### config.mk
export PLATFORM = sky130hd
export DESIGN_NAME = wt_cache
export DESIGN_NICKNAME = d
export VERILOG_FILES = /design/src/rtl/wt_cache_pkg.sv /design/src/rtl/wt_cache_ram.sv /design/src/rtl/wt_cache.sv
export SDC_FILE = /design/constraint.sdc
export NUM_CORES = 2
export LEC_CHECK = 0
export ABC_AREA = 1
export CAP_MARGIN = 0
export CORE_ASPECT_RATIO = 1.2
export CORE_MARGIN = 3
export CORE_UTILIZATION = 45
export DETAILED_ROUTE_END_ITERATION = 10
export SYNTH_ARGS = -nofsm -noshare
export SYNTH_HDL_FRONTEND = slang
export SYNTH_SLANG_ARGS = --single-unit
### constraint.sdc
create_clock -name clk -period 5.1 [get_ports clk]
set_clock_uncertainty 0.2 [all_clocks]
set_input_delay 0.51 -clock clk [delete_from_list [all_inputs] [get_ports clk]]
set_output_delay 0.51 -clock clk [all_outputs]
set_load 0.05 [all_outputs]
### src/rtl/wt_cache_pkg.sv
// wt_cache_pkg -- shared widths, types and FSM encodings for the KV10
// write-through cache (wt_cache) and its line storage (wt_cache_ram).
//
// Contents:
//   WORD_W / PADDR_W   machine word and physical word-address widths
//   word_t / paddr_t   convenience typedefs for those widths
//   state_t            cache controller states
//   resp_t             which completion pulse the RESP state emits
//   line_index()       index field of a physical address
//   line_tag()         tag field of a physical address
package wt_cache_pkg;

  localparam int WORD_W  = 36;
  localparam int PADDR_W = 22;

  typedef logic [WORD_W-1:0]  word_t;
  typedef logic [PADDR_W-1:0] paddr_t;

  typedef enum logic [2:0] {
    ST_IDLE   = 3'd0,
    ST_LOOKUP = 3'd1,
    ST_MEMRD  = 3'd2,
    ST_MEMWR  = 3'd3,
    ST_RESP   = 3'd4
  } state_t;

  typedef enum logic [1:0] {
    RESP_NONE  = 2'd0,
    RESP_READ  = 2'd1,
    RESP_WRITE = 2'd2,
    RESP_NXM   = 2'd3
  } resp_t;

  // Index is the low bits of the word address; the tag is everything above.
  function automatic logic [15:0] line_index(input paddr_t addr, input int index_bits);
    logic [15:0] idx;
    idx = '0;
    for (int i = 0; i < 16; i++) begin
      if (i < index_bits) idx[i] = addr[i];
    end
    return idx;
  endfunction

  function automatic paddr_t line_tag(input paddr_t addr, input int index_bits);
    return addr >> index_bits;
  endfunction

endpackage

### src/rtl/wt_cache_ram.sv
// wt_cache_ram -- tag + data storage for wt_cache.
// One entry per line, addressed by the line index. One synchronous read
// port and one write port, written in a form that maps onto block RAM or
// a register file. No reset: line validity lives in the parent, so the
// contents here are only meaningful for lines the parent marks valid.
//
// Ports:
//   clk      in   clock, rising edge
//   rd_en    in   capture entry rd_idx into the read register
//   rd_idx   in   read index
//   rd_tag   out  tag of the last captured entry
//   rd_data  out  data word of the last captured entry
//   wr_en    in   write {wr_tag, wr_data} into entry wr_idx
//   wr_idx   in   write index
//   wr_tag   in   tag to store
//   wr_data  in   data word to store
module wt_cache_ram #(
  parameter int INDEX_BITS = 6,
  parameter int TAG_W      = 16,
  parameter int WORD_W     = 36
) (
  input  logic                  clk,
  input  logic                  rd_en,
  input  logic [INDEX_BITS-1:0] rd_idx,
  output logic [TAG_W-1:0]      rd_tag,
  output logic [WORD_W-1:0]     rd_data,
  input  logic                  wr_en,
  input  logic [INDEX_BITS-1:0] wr_idx,
  input  logic [TAG_W-1:0]      wr_tag,
  input  logic [WORD_W-1:0]     wr_data
);

  localparam int LINES   = 1 << INDEX_BITS;
  localparam int ENTRY_W = TAG_W + WORD_W;

  logic [ENTRY_W-1:0] lines [LINES];
  logic [ENTRY_W-1:0] rd_q;

  always_ff @(posedge clk) begin
    if (wr_en) lines[wr_idx] <= {wr_tag, wr_data};
    if (rd_en) rd_q <= lines[rd_idx];
  end

  assign rd_tag  = rd_q[ENTRY_W-1:WORD_W];
  assign rd_data = rd_q[WORD_W-1:0];

endmodule

### src/rtl/wt_cache.sv
// wt_cache -- direct-mapped, write-through, one-word-per-line cache that
// sits between the KV10 pager (pag_*) and main memory (mem_*). Read hits
// are answered from local storage one cycle after the request; read misses
// and every write go to memory. Writes allocate the line on success.
// Both sides use a request-level-held-until-ack handshake.
//
// Optional feature: define WT_CACHE_STATS_EN to add hit_count/miss_count
// (36-bit wrapping counters, cleared by reset). Writes are not counted.
//
// Ports:
//   clk, reset                 clock; synchronous active-high reset
//   pag_addr, pag_write_data   pager request address / write data
//   pag_read, pag_write        pager request levels (write wins if both)
//   pag_read_data              read data, valid while pag_read_ack is high
//   pag_read_ack, pag_write_ack, pag_nxm   one-cycle completion pulses
//   mem_addr, mem_write_data   memory request address / write data
//   mem_read, mem_write        memory request levels (never both high)
//   mem_read_data              memory read data
//   mem_read_ack, mem_write_ack, mem_nxm   memory completion pulses
//   hit_count, miss_count      (WT_CACHE_STATS_EN only) lookup statistics
//
// state     | meaning
// ----------+-----------------------------------------------------------
// ST_IDLE   | waiting for a pager request; read starts the storage read
// ST_LOOKUP | storage output valid; hit acks now, miss goes to memory
// ST_MEMRD  | mem_read held until mem_read_ack (fill) or mem_nxm
// ST_MEMWR  | mem_write held until mem_write_ack (allocate) or mem_nxm
// ST_RESP   | one-cycle read ack / write ack / nxm pulse to the pager
module wt_cache
  import wt_cache_pkg::*;
#(
  parameter int INDEX_BITS = 6
) (
  input  logic               clk,
  input  logic               reset,
  input  logic [PADDR_W-1:0] pag_addr,
  input  logic [WORD_W-1:0]  pag_write_data,
  input  logic               pag_read,
  input  logic               pag_write,
  output logic [WORD_W-1:0]  pag_read_data,
  output logic               pag_read_ack,
  output logic               pag_write_ack,
  output logic               pag_nxm,
  output logic [PADDR_W-1:0] mem_addr,
  output logic [WORD_W-1:0]  mem_write_data,
  output logic               mem_read,
  output logic               mem_write,
  input  logic [WORD_W-1:0]  mem_read_data,
  input  logic               mem_read_ack,
  input  logic               mem_write_ack,
  input  logic               mem_nxm
`ifdef WT_CACHE_STATS_EN
  ,
  output logic [WORD_W-1:0]  hit_count,
  output logic [WORD_W-1:0]  miss_count
`endif
);

  localparam int LINES = 1 << INDEX_BITS;
  localparam int TAG_W = PADDR_W - INDEX_BITS;

  state_t              state;
  resp_t               resp_q;
  paddr_t              addr_q;
  word_t               wdata_q;
  word_t               rdata_q;
  logic [LINES-1:0]    valid;

  logic [INDEX_BITS-1:0] idx_q;
  logic [TAG_W-1:0]      tag_q;

  logic                  ram_rd_en;
  logic [INDEX_BITS-1:0] ram_rd_idx;
  logic [TAG_W-1:0]      ram_rd_tag;
  word_t                 ram_rd_data;
  logic                  ram_wr_en;
  word_t                 ram_wr_data;

  logic lookup_hit;
  logic lookup_miss;

  assign idx_q = addr_q[INDEX_BITS-1:0];
  assign tag_q = addr_q[PADDR_W-1:INDEX_BITS];

  // The storage read is launched on the IDLE edge that accepts a read, so
  // its output is ready during LOOKUP. A simultaneous write takes priority.
  assign ram_rd_en  = (state == ST_IDLE) && pag_read && !pag_write;
  assign ram_rd_idx = pag_addr[INDEX_BITS-1:0];

  // Line update lands on the memory ack edge so a following read hits.
  assign ram_wr_en   = ((state == ST_MEMRD) && mem_read_ack) ||
                       ((state == ST_MEMWR) && mem_write_ack);
  assign ram_wr_data = (state == ST_MEMRD) ? mem_read_data : wdata_q;

  wt_cache_ram #(
    .INDEX_BITS (INDEX_BITS),
    .TAG_W      (TAG_W),
    .WORD_W     (WORD_W)
  ) u_ram (
    .clk     (clk),
    .rd_en   (ram_rd_en),
    .rd_idx  (ram_rd_idx),
    .rd_tag  (ram_rd_tag),
    .rd_data (ram_rd_data),
    .wr_en   (ram_wr_en),
    .wr_idx  (idx_q),
    .wr_tag  (tag_q),
    .wr_data (ram_wr_data)
  );

  assign lookup_hit  = (state == ST_LOOKUP) && valid[idx_q] && (ram_rd_tag == tag_q);
  assign lookup_miss = (state == ST_LOOKUP) && !lookup_hit;

  // Hit data comes straight from the storage register so the hit ack can
  // appear in the LOOKUP cycle; fill data is held in rdata_q for RESP.
  assign pag_read_data = lookup_hit ? ram_rd_data : rdata_q;
  assign pag_read_ack  = lookup_hit || (resp_q == RESP_READ);
  assign pag_write_ack = (resp_q == RESP_WRITE);
  assign pag_nxm       = (resp_q == RESP_NXM);

  always_ff @(posedge clk) begin
    if (reset) begin
      state          <= ST_IDLE;
      resp_q         <= RESP_NONE;
      addr_q         <= '0;
      wdata_q        <= '0;
      rdata_q        <= '0;
      valid          <= '0;
      mem_addr       <= '0;
      mem_write_data <= '0;
      mem_read       <= 1'b0;
      mem_write      <= 1'b0;
    end else begin
      case (state)
        ST_IDLE: begin
          resp_q <= RESP_NONE;
          if (pag_write) begin
            addr_q         <= pag_addr;
            wdata_q        <= pag_write_data;
            mem_addr       <= pag_addr;
            mem_write_data <= pag_write_data;
            mem_write      <= 1'b1;
            state          <= ST_MEMWR;
          end else if (pag_read) begin
            addr_q <= pag_addr;
            state  <= ST_LOOKUP;
          end
        end

        ST_LOOKUP: begin
          if (lookup_hit) begin
            state <= ST_IDLE;
          end else begin
            mem_addr <= addr_q;
            mem_read <= 1'b1;
            state    <= ST_MEMRD;
          end
        end

        ST_MEMRD: begin
          if (mem_read_ack) begin
            valid[idx_q] <= 1'b1;
            rdata_q      <= mem_read_data;
            mem_read     <= 1'b0;
            mem_addr     <= '0;
            resp_q       <= RESP_READ;
            state        <= ST_RESP;
          end else if (mem_nxm) begin
            mem_read <= 1'b0;
            mem_addr <= '0;
            resp_q   <= RESP_NXM;
            state    <= ST_RESP;
          end
        end

        ST_MEMWR: begin
          if (mem_write_ack) begin
            valid[idx_q]   <= 1'b1;
            mem_write      <= 1'b0;
            mem_addr       <= '0;
            mem_write_data <= '0;
            resp_q         <= RESP_WRITE;
            state          <= ST_RESP;
          end else if (mem_nxm) begin
            // The old line may hold a stale copy of this word; drop it.
            valid[idx_q]   <= 1'b0;
            mem_write      <= 1'b0;
            mem_addr       <= '0;
            mem_write_data <= '0;
            resp_q         <= RESP_NXM;
            state          <= ST_RESP;
          end
        end

        ST_RESP: begin
          resp_q  <= RESP_NONE;
          rdata_q <= '0;
          state   <= ST_IDLE;
        end

        default: begin
          resp_q    <= RESP_NONE;
          mem_read  <= 1'b0;
          mem_write <= 1'b0;
          state     <= ST_IDLE;
        end
      endcase
    end
  end

`ifdef WT_CACHE_STATS_EN
  always_ff @(posedge clk) begin
    if (reset) begin
      hit_count  <= '0;
      miss_count <= '0;
    end else begin
      if (lookup_hit)  hit_count  <= hit_count + 1'b1;
      if (lookup_miss) miss_count <= miss_count + 1'b1;
    end
  end
`endif

endmodule

---- Word-level counts from Yosys, hierarchy flattened ----
Memory sizes are Yosys's and may differ from the RTL's. A register that Yosys moved wholly into a read port is not among the register bits.
Index checks and enable logic that the tools add are counted.
storage, ports and cells
  register bits ........................... 223
  RAM bits ................................ 3328
  output and inout bits ................... 99
  word-level logic and storage cells ...... 102
  memories ................................ 1
cells by class
  magnitude comparators ................... 2
  eq/ne operators ......................... 14
  mux-type cells .......................... 44
  bitwise gates (word level) .............. 5
  reductions and logical operators ........ 26
memories
  name         depth  width  read ports  clocked after Yosys merged registers in  wr ports  RTL line            RTL
  u_ram.lines  64     52     1           1                                        1         wt_cache_ram.sv:36  logic [ENTRY_W-1:0] lines [LINES];
operator list
  kind                  count
  $mux W36              6
  $mux W64              3
  $mux W22              7
  $pmux W36 S2          2
  $pmux W64 S2          1
  $pmux W22 S4          1
  $and A64 B64 Y64      1
  $not A64 Y64          1
  $or A64 B64 Y64       1
  $eq A16 B16 Y1        1
  $mux W3               5
  $reduce_and A3 Y1     5
  $pmux W3 S4           1
  $mux W1               9
  $ne A3 B3 Y1 const B  3
  $mux W2               4
  $reduce_bool A2 Y1    4
  $logic_and A1 B1 Y1   7
  $lt A6 B7 Y1 const B  1
  $bmux W1 S6           1
  $demux W1 S6          1
  $eq A3 B2 Y1 const B  2
  $ge A6 B1 Y1 const B  1
  $ne A2 B2 Y1 const B  3
  other kinds (13)      20

---- Depth between registers and ports, before layout ----
  word-level depth ........................ 9
  depth in mapped cells ................... 18

---- Hierarchy ----
A second synthesis with hierarchy kept.
second synthesis, totals
  cell total of the unflattened synthesis .. 12492
  area, all modules ....................... 145435.7 um2
by module, submodules not included
  module        instances  cells each  area each (um2)
  wt_cache_ram  1          10944       134750.5
  wt_cache      1          1548        10685.2

---- Least setup slack after synthesis ----
No wires, ideal clock.
  path kind ............................... register -> register
  start ................................... register state[1]
  end ..................................... register u_ram.rd_q[0], read port of u_ram.lines, enable pin
  library setup time ...................... 0.462 ns
  data arrival time ....................... 3.286 ns
  path slack .............................. 1.152 ns
  stages on the path, launching flop included .. 7
  path buffers ............................ 0
  period minus slack after synthesis ...... 3.948 ns
  cells stage by stage .................... dfxtp_1 or2_1 nor2_1 inv_1 nor2_1 inv_2 nor2_1
between the ends
  longest elaborated chain between the ends .. 3
RTL lines
  what                              RTL line            RTL
  start: declaration                wt_cache.sv:62      state_t state;
  start signal: assignment          wt_cache.sv:123     state <= ST_IDLE;
  start signal: assignment          wt_cache.sv:143     state <= ST_MEMWR;
  start signal: assignment          wt_cache.sv:146     state <= ST_LOOKUP;
  $logic_not A3 Y1                  wt_cache.sv:87      assign ram_rd_en = (state == ST_IDLE) && pag_read && !pag_write;
  $logic_and A1 B1 Y1 (2 in a row)  wt_cache.sv:87
  net ram_rd_en                     wt_cache.sv:72      logic ram_rd_en;
  end: declaration                  wt_cache_ram.sv:37  logic [ENTRY_W-1:0] rd_q;
The timed path passes the listed nets, and every way through them passes these cells.
A chain may end at the register's enable or synchronous reset.

---- Worst setup path in the final report ----
  start ................................... register addr_q[1]
  end ..................................... output pag_read_data[5]
between the ends
  longest elaborated chain between the ends .. 5
RTL lines
  what                              RTL line         RTL
  start: declaration                wt_cache.sv:64   paddr_t addr_q;
  start signal: assignment          wt_cache.sv:138  addr_q <= pag_addr;
  start signal: assignment          wt_cache.sv:145  addr_q <= pag_addr;
  $bmux W1 S6                       wt_cache.sv:111  assign lookup_hit = (state == ST_LOOKUP) && valid[idx_q] && (ram_rd_tag == tag_q);
  $mux W1 (not written as such)     wt_cache.sv:111
  $logic_and A1 B1 Y1 (2 in a row)  wt_cache.sv:111
  $mux W36                          wt_cache.sv:116  assign pag_read_data = lookup_hit ? ram_rd_data : rdata_q;
  end: declaration                  wt_cache.sv:40   output logic [WORD_W-1:0] pag_read_data,
No other way between the ends. The select of a mux whose other input is x is not followed.

==> results.yml <==
sta:
  layout_min_cycle_time_ns: 4.54
  rsz0062_at_grt: "false"
  fmax_mhz: 220
  hold_violations: 0
  worst_pin_slew_ns: 1.41
  finalCritPeriodShare_pct: 89.1
  slew_headroom_pct: 6.07
  whs_ns: 0.0689
  setup_viol: 0
  slew_violations: 0
  finalSetupTns_ns: 0
grt:
  gr-total-overflow: 0
  antenna_found_initial: 22
  grt_pass1_wl_mm: 701
  grt_pass1_vias: 95500
  grt_max_degree: 178
  grt_usage_pct: 29.8
yosys:
  mappedNetlistArea_um2: 142000
  synth_area_leaders: "edfxtp_1 (71%), o21ai_0 (6.1%), nor2_1 (4.8%), nand2_1 (3.9%), o22ai_1 (3.7%)"
  ys_ff_latch: 3603
  syn_inst: 11600
  ys_seq_area_share_pct: 74.4
  yosysTopAreaCellShare_pct: 71.2
  ys_types: 40
  synth_edf_count: 3380
  synth_ff_type: "edfxtp_1"
  synthesis.nets: 11700
  yosys_warnings: 0
  synthArstFlopShare_pct: 0
  synth.largest_area_cell: "edfxtp_1"
  avgSynthCellArea_um2: 12.3
clocking:
  path_clk_slew_ns: 0.07
  post_cts_buffers: 0
  cts_buffer_depth: 4
  root_buffer: "clkbuf_16"
  cts_num_sinks: 3603
  numCtsBuffers: 366
  h-tree-depth: 5
  cts-resized-gates: 0
  clock_latency_ns: 0.90
  cts_tree: "done"
power_and_ir_drop:
  power.share.sequential_pct: 50.4
  power.switching_w: 0.0175
  clkPwrFrac_pct: 38.9
  pwr-share-comb_pct: 10.6
  p_leak_nw: 54.2
  swShare_pct: 25.5
  vdd_drop_max_mv: 0.294
  internal_power_w: 0.0511
  powerDensity_nw_per_um2: 420
critical_path:
  rr_worst_depth: 9
  critPathMaxStageDelay_ns: 0.59
  r2r_end: "u_ram.lines[59][20]"
  crit_type: "reg -> out"
  arrival_ns: 3.83
  worstSetupStartpointType: "flop"
  crit_path_end_kind: "output port"
  required_ns: 4.39
  slowest_stage: "dfxtp_1"
  cp_max_fo: 59
  reg2reg_from: "addr_q[1]"
  rrSetupSlack_ns: 1.42
  path_cells: "inv_1 -> nor2_1 -> nand3_1 -> nand2_1 -> o21ai_1 -> nand2_1 -> nor2_1 -> nand2_2 -> nand2_4 -> nand2_1 -> nand2_1 -> buf_12"
  cpMostUsedCell: "nand2_1"
die:
  die-area_um2: 323000
  core_area_um2: 314000
  die_h_um: 622
  num_rows: 225
  io_pins: 200
  die_w_um: 520
  start_util_pct: 45.4
cells_and_area:
  finish.utilization_pct: 52.0
  area_growth_pct: 14.6
  multi_input_area_um2: 32500
  n_fill_cell: 26600
  drive_gt1_share_pct: 8.93
  register_area_um2: 106000
  finalNetCount: 11800
run_status:
  status: "completed"
route:
  post-route-drc-count: 0
  drtAntennaViolNets: 0
  dr.pass1.iters: 8
  drt_iter0_markers: 14500
  wl_per_cell_um: 30.8
  wirelength_mm: 500
  viasPerCell: 6.19
  via_count: 101000
place:
  gp_congestion: 0.877
  dp_hpwl_mm: 273
  port_buffers: 199
run:
  cap_violations: 0
worst_hold_path:
  worstHoldStart: "mem_read_data[17]"
  hold_path.class: "in -> reg"
  holdPathStages: 3
  hold_end: "rdata_q[17]"
[critical path, delay by kind of cell (launching register included)]
family	cells	cell delay, ns
AND/OR/NAND/NOR	9	1.76
flip-flops	1	0.59
AO/OA/AOI/OAI	1	0.07
buffers and inverters	2	0.47
[layer usage]
layer	wire length (µm)	track usage (%)	vias to the layer above
met3	48400	4.71	1141
li1	-	-	42600
met1	189000	39.9	50600
met2	233000	47.4	6205
met4	29700	15.4	18
met5	139	0	-
[synth_stat cells (4+ instances only)]
cell type  count
buf_4          8
o211ai_1      20
inv_2         19
nor2_1      1838
or2_1         42
dfxtp_1      223
buf_2        154
buf_1         76
inv_1        175
a221oi_1      56
xnor2_1        4
buf_6          9
clkinv_1      10
nor3_1        28
a21oi_1      265
nand2_1     1468
o22ai_1      833
edfxtp_1    3380
nand3_1      591
o21ai_1       34
o21ai_0     1746
xor2_1         8
o221ai_1      11
a21oi_2       10
a211oi_1       5
clkbuf_1     584
[what timing repair did]
item                                    in CTS  in global routing
hold buffers                                35                  0
endpoints found under the hold margin       60                  0
endpoints found under the setup margin       0                  0
[cells in the final DEF (no fill, tap or decap), drive strengths merged]
| master | instances |
|---|---|
| o211ai | 21 |
| o41ai | 1 |
| nor3 | 29 |
| xnor2 | 4 |
| xor2 | 8 |
| nand3b | 1 |
| dlygate4sd3 | 35 |
| edfxtp | 3380 |
| a221oi | 56 |
| diode | 8 |
| nand3 | 592 |
| bufinv | 34 |
| clkdlybuf4s50 | 155 |
| a211oi | 5 |
| dfxtp | 223 |
| nand4 | 2 |
| nor2 | 1841 |
| o221ai | 11 |
| or2 | 46 |
| clkbuf | 447 |
| inv | 207 |
| buf | 403 |
| a31oi | 1 |
| nand2 | 1471 |
| clkinvlp | 12 |
| clkinv | 167 |
| a21oi | 275 |
| o22ai | 833 |
| o21ai | 1781 |
[power groups by stage]
stage | logic, W | clock network (W) | registers (W)
6_report | 0.00727 | 0.0267 | 0.0346
5_1_grt | 0.00770 | 0.0280 | 0.0346
4_1_cts | 0.00717 | 0.0269 | 0.0346
3_5_place_dp | 0.00714 | 0 | 0.0352
3_3_place_gp | 0.00703 | 0 | 0.0352
2_1_floorplan | 0.00337 | 0 | 0.0356
[logic make-up after synthesis]
logic type / share of synthesized area (%)
simple gates: 11.1
flops: 74.4
xor+xnor: 0.0738
buf+inv: 2.94
compound gates: 11.5
[stage by stage]
stage	area (µm²)	total power (W)	std cells	setup slack, ns
after floorplan	142000	0.0390	11600	1.15
after detailed placement	151000	0.0423	15500	0.876
after CTS	163000	0.0686	16200	0.543
after global placement	151000	0.0422	15500	0.940
final	163000	0.0685	16200	0.556
after global routing	163000	0.0703	16200	0.367
[sequential cells by signal (all words and copies together), names as in the netlist, named ones only]
name and cells:
u_ram.lines 3328, u_ram.rd_q 52, mem_write_data 36, rdata_q 36, wdata_q 36, addr_q 22, mem_addr 22, state 3
resp_q 2, mem_read 1, mem_write 1
[worst max path at each step]
stage | from | to | cells past startpoint
3_3_place_gp | pag_addr[1] | u_ram.rd_q[24] | 12
5_1_grt | addr_q[1] | pag_read_data[5] | 12
3_5_place_dp | pag_addr[1] | u_ram.rd_q[24] | 12
4_1_cts | addr_q[1] | pag_read_data[5] | 12
6_report | addr_q[1] | pag_read_data[5] | 12
2_1_floorplan | state[1] | u_ram.rd_q[0] | 6
[final cells by class]
| type | instances | area share (%) |
|---|---|---|
| Sequential cell | 3603 | 64.9 |
| Multi-Input combinational cell | 6978 | 19.9 |
| Clock buffer | 447 | 5.93 |
| Timing Repair Buffer | 593 | 4.21 |
| Tap cell | 4199 | 3.22 |
| Clock inverter | 214 | 1.23 |
| Inverter | 206 | 0.595 |
| Antenna cell | 8 | 0.0123 |
(Power assumes the default switching activity.)
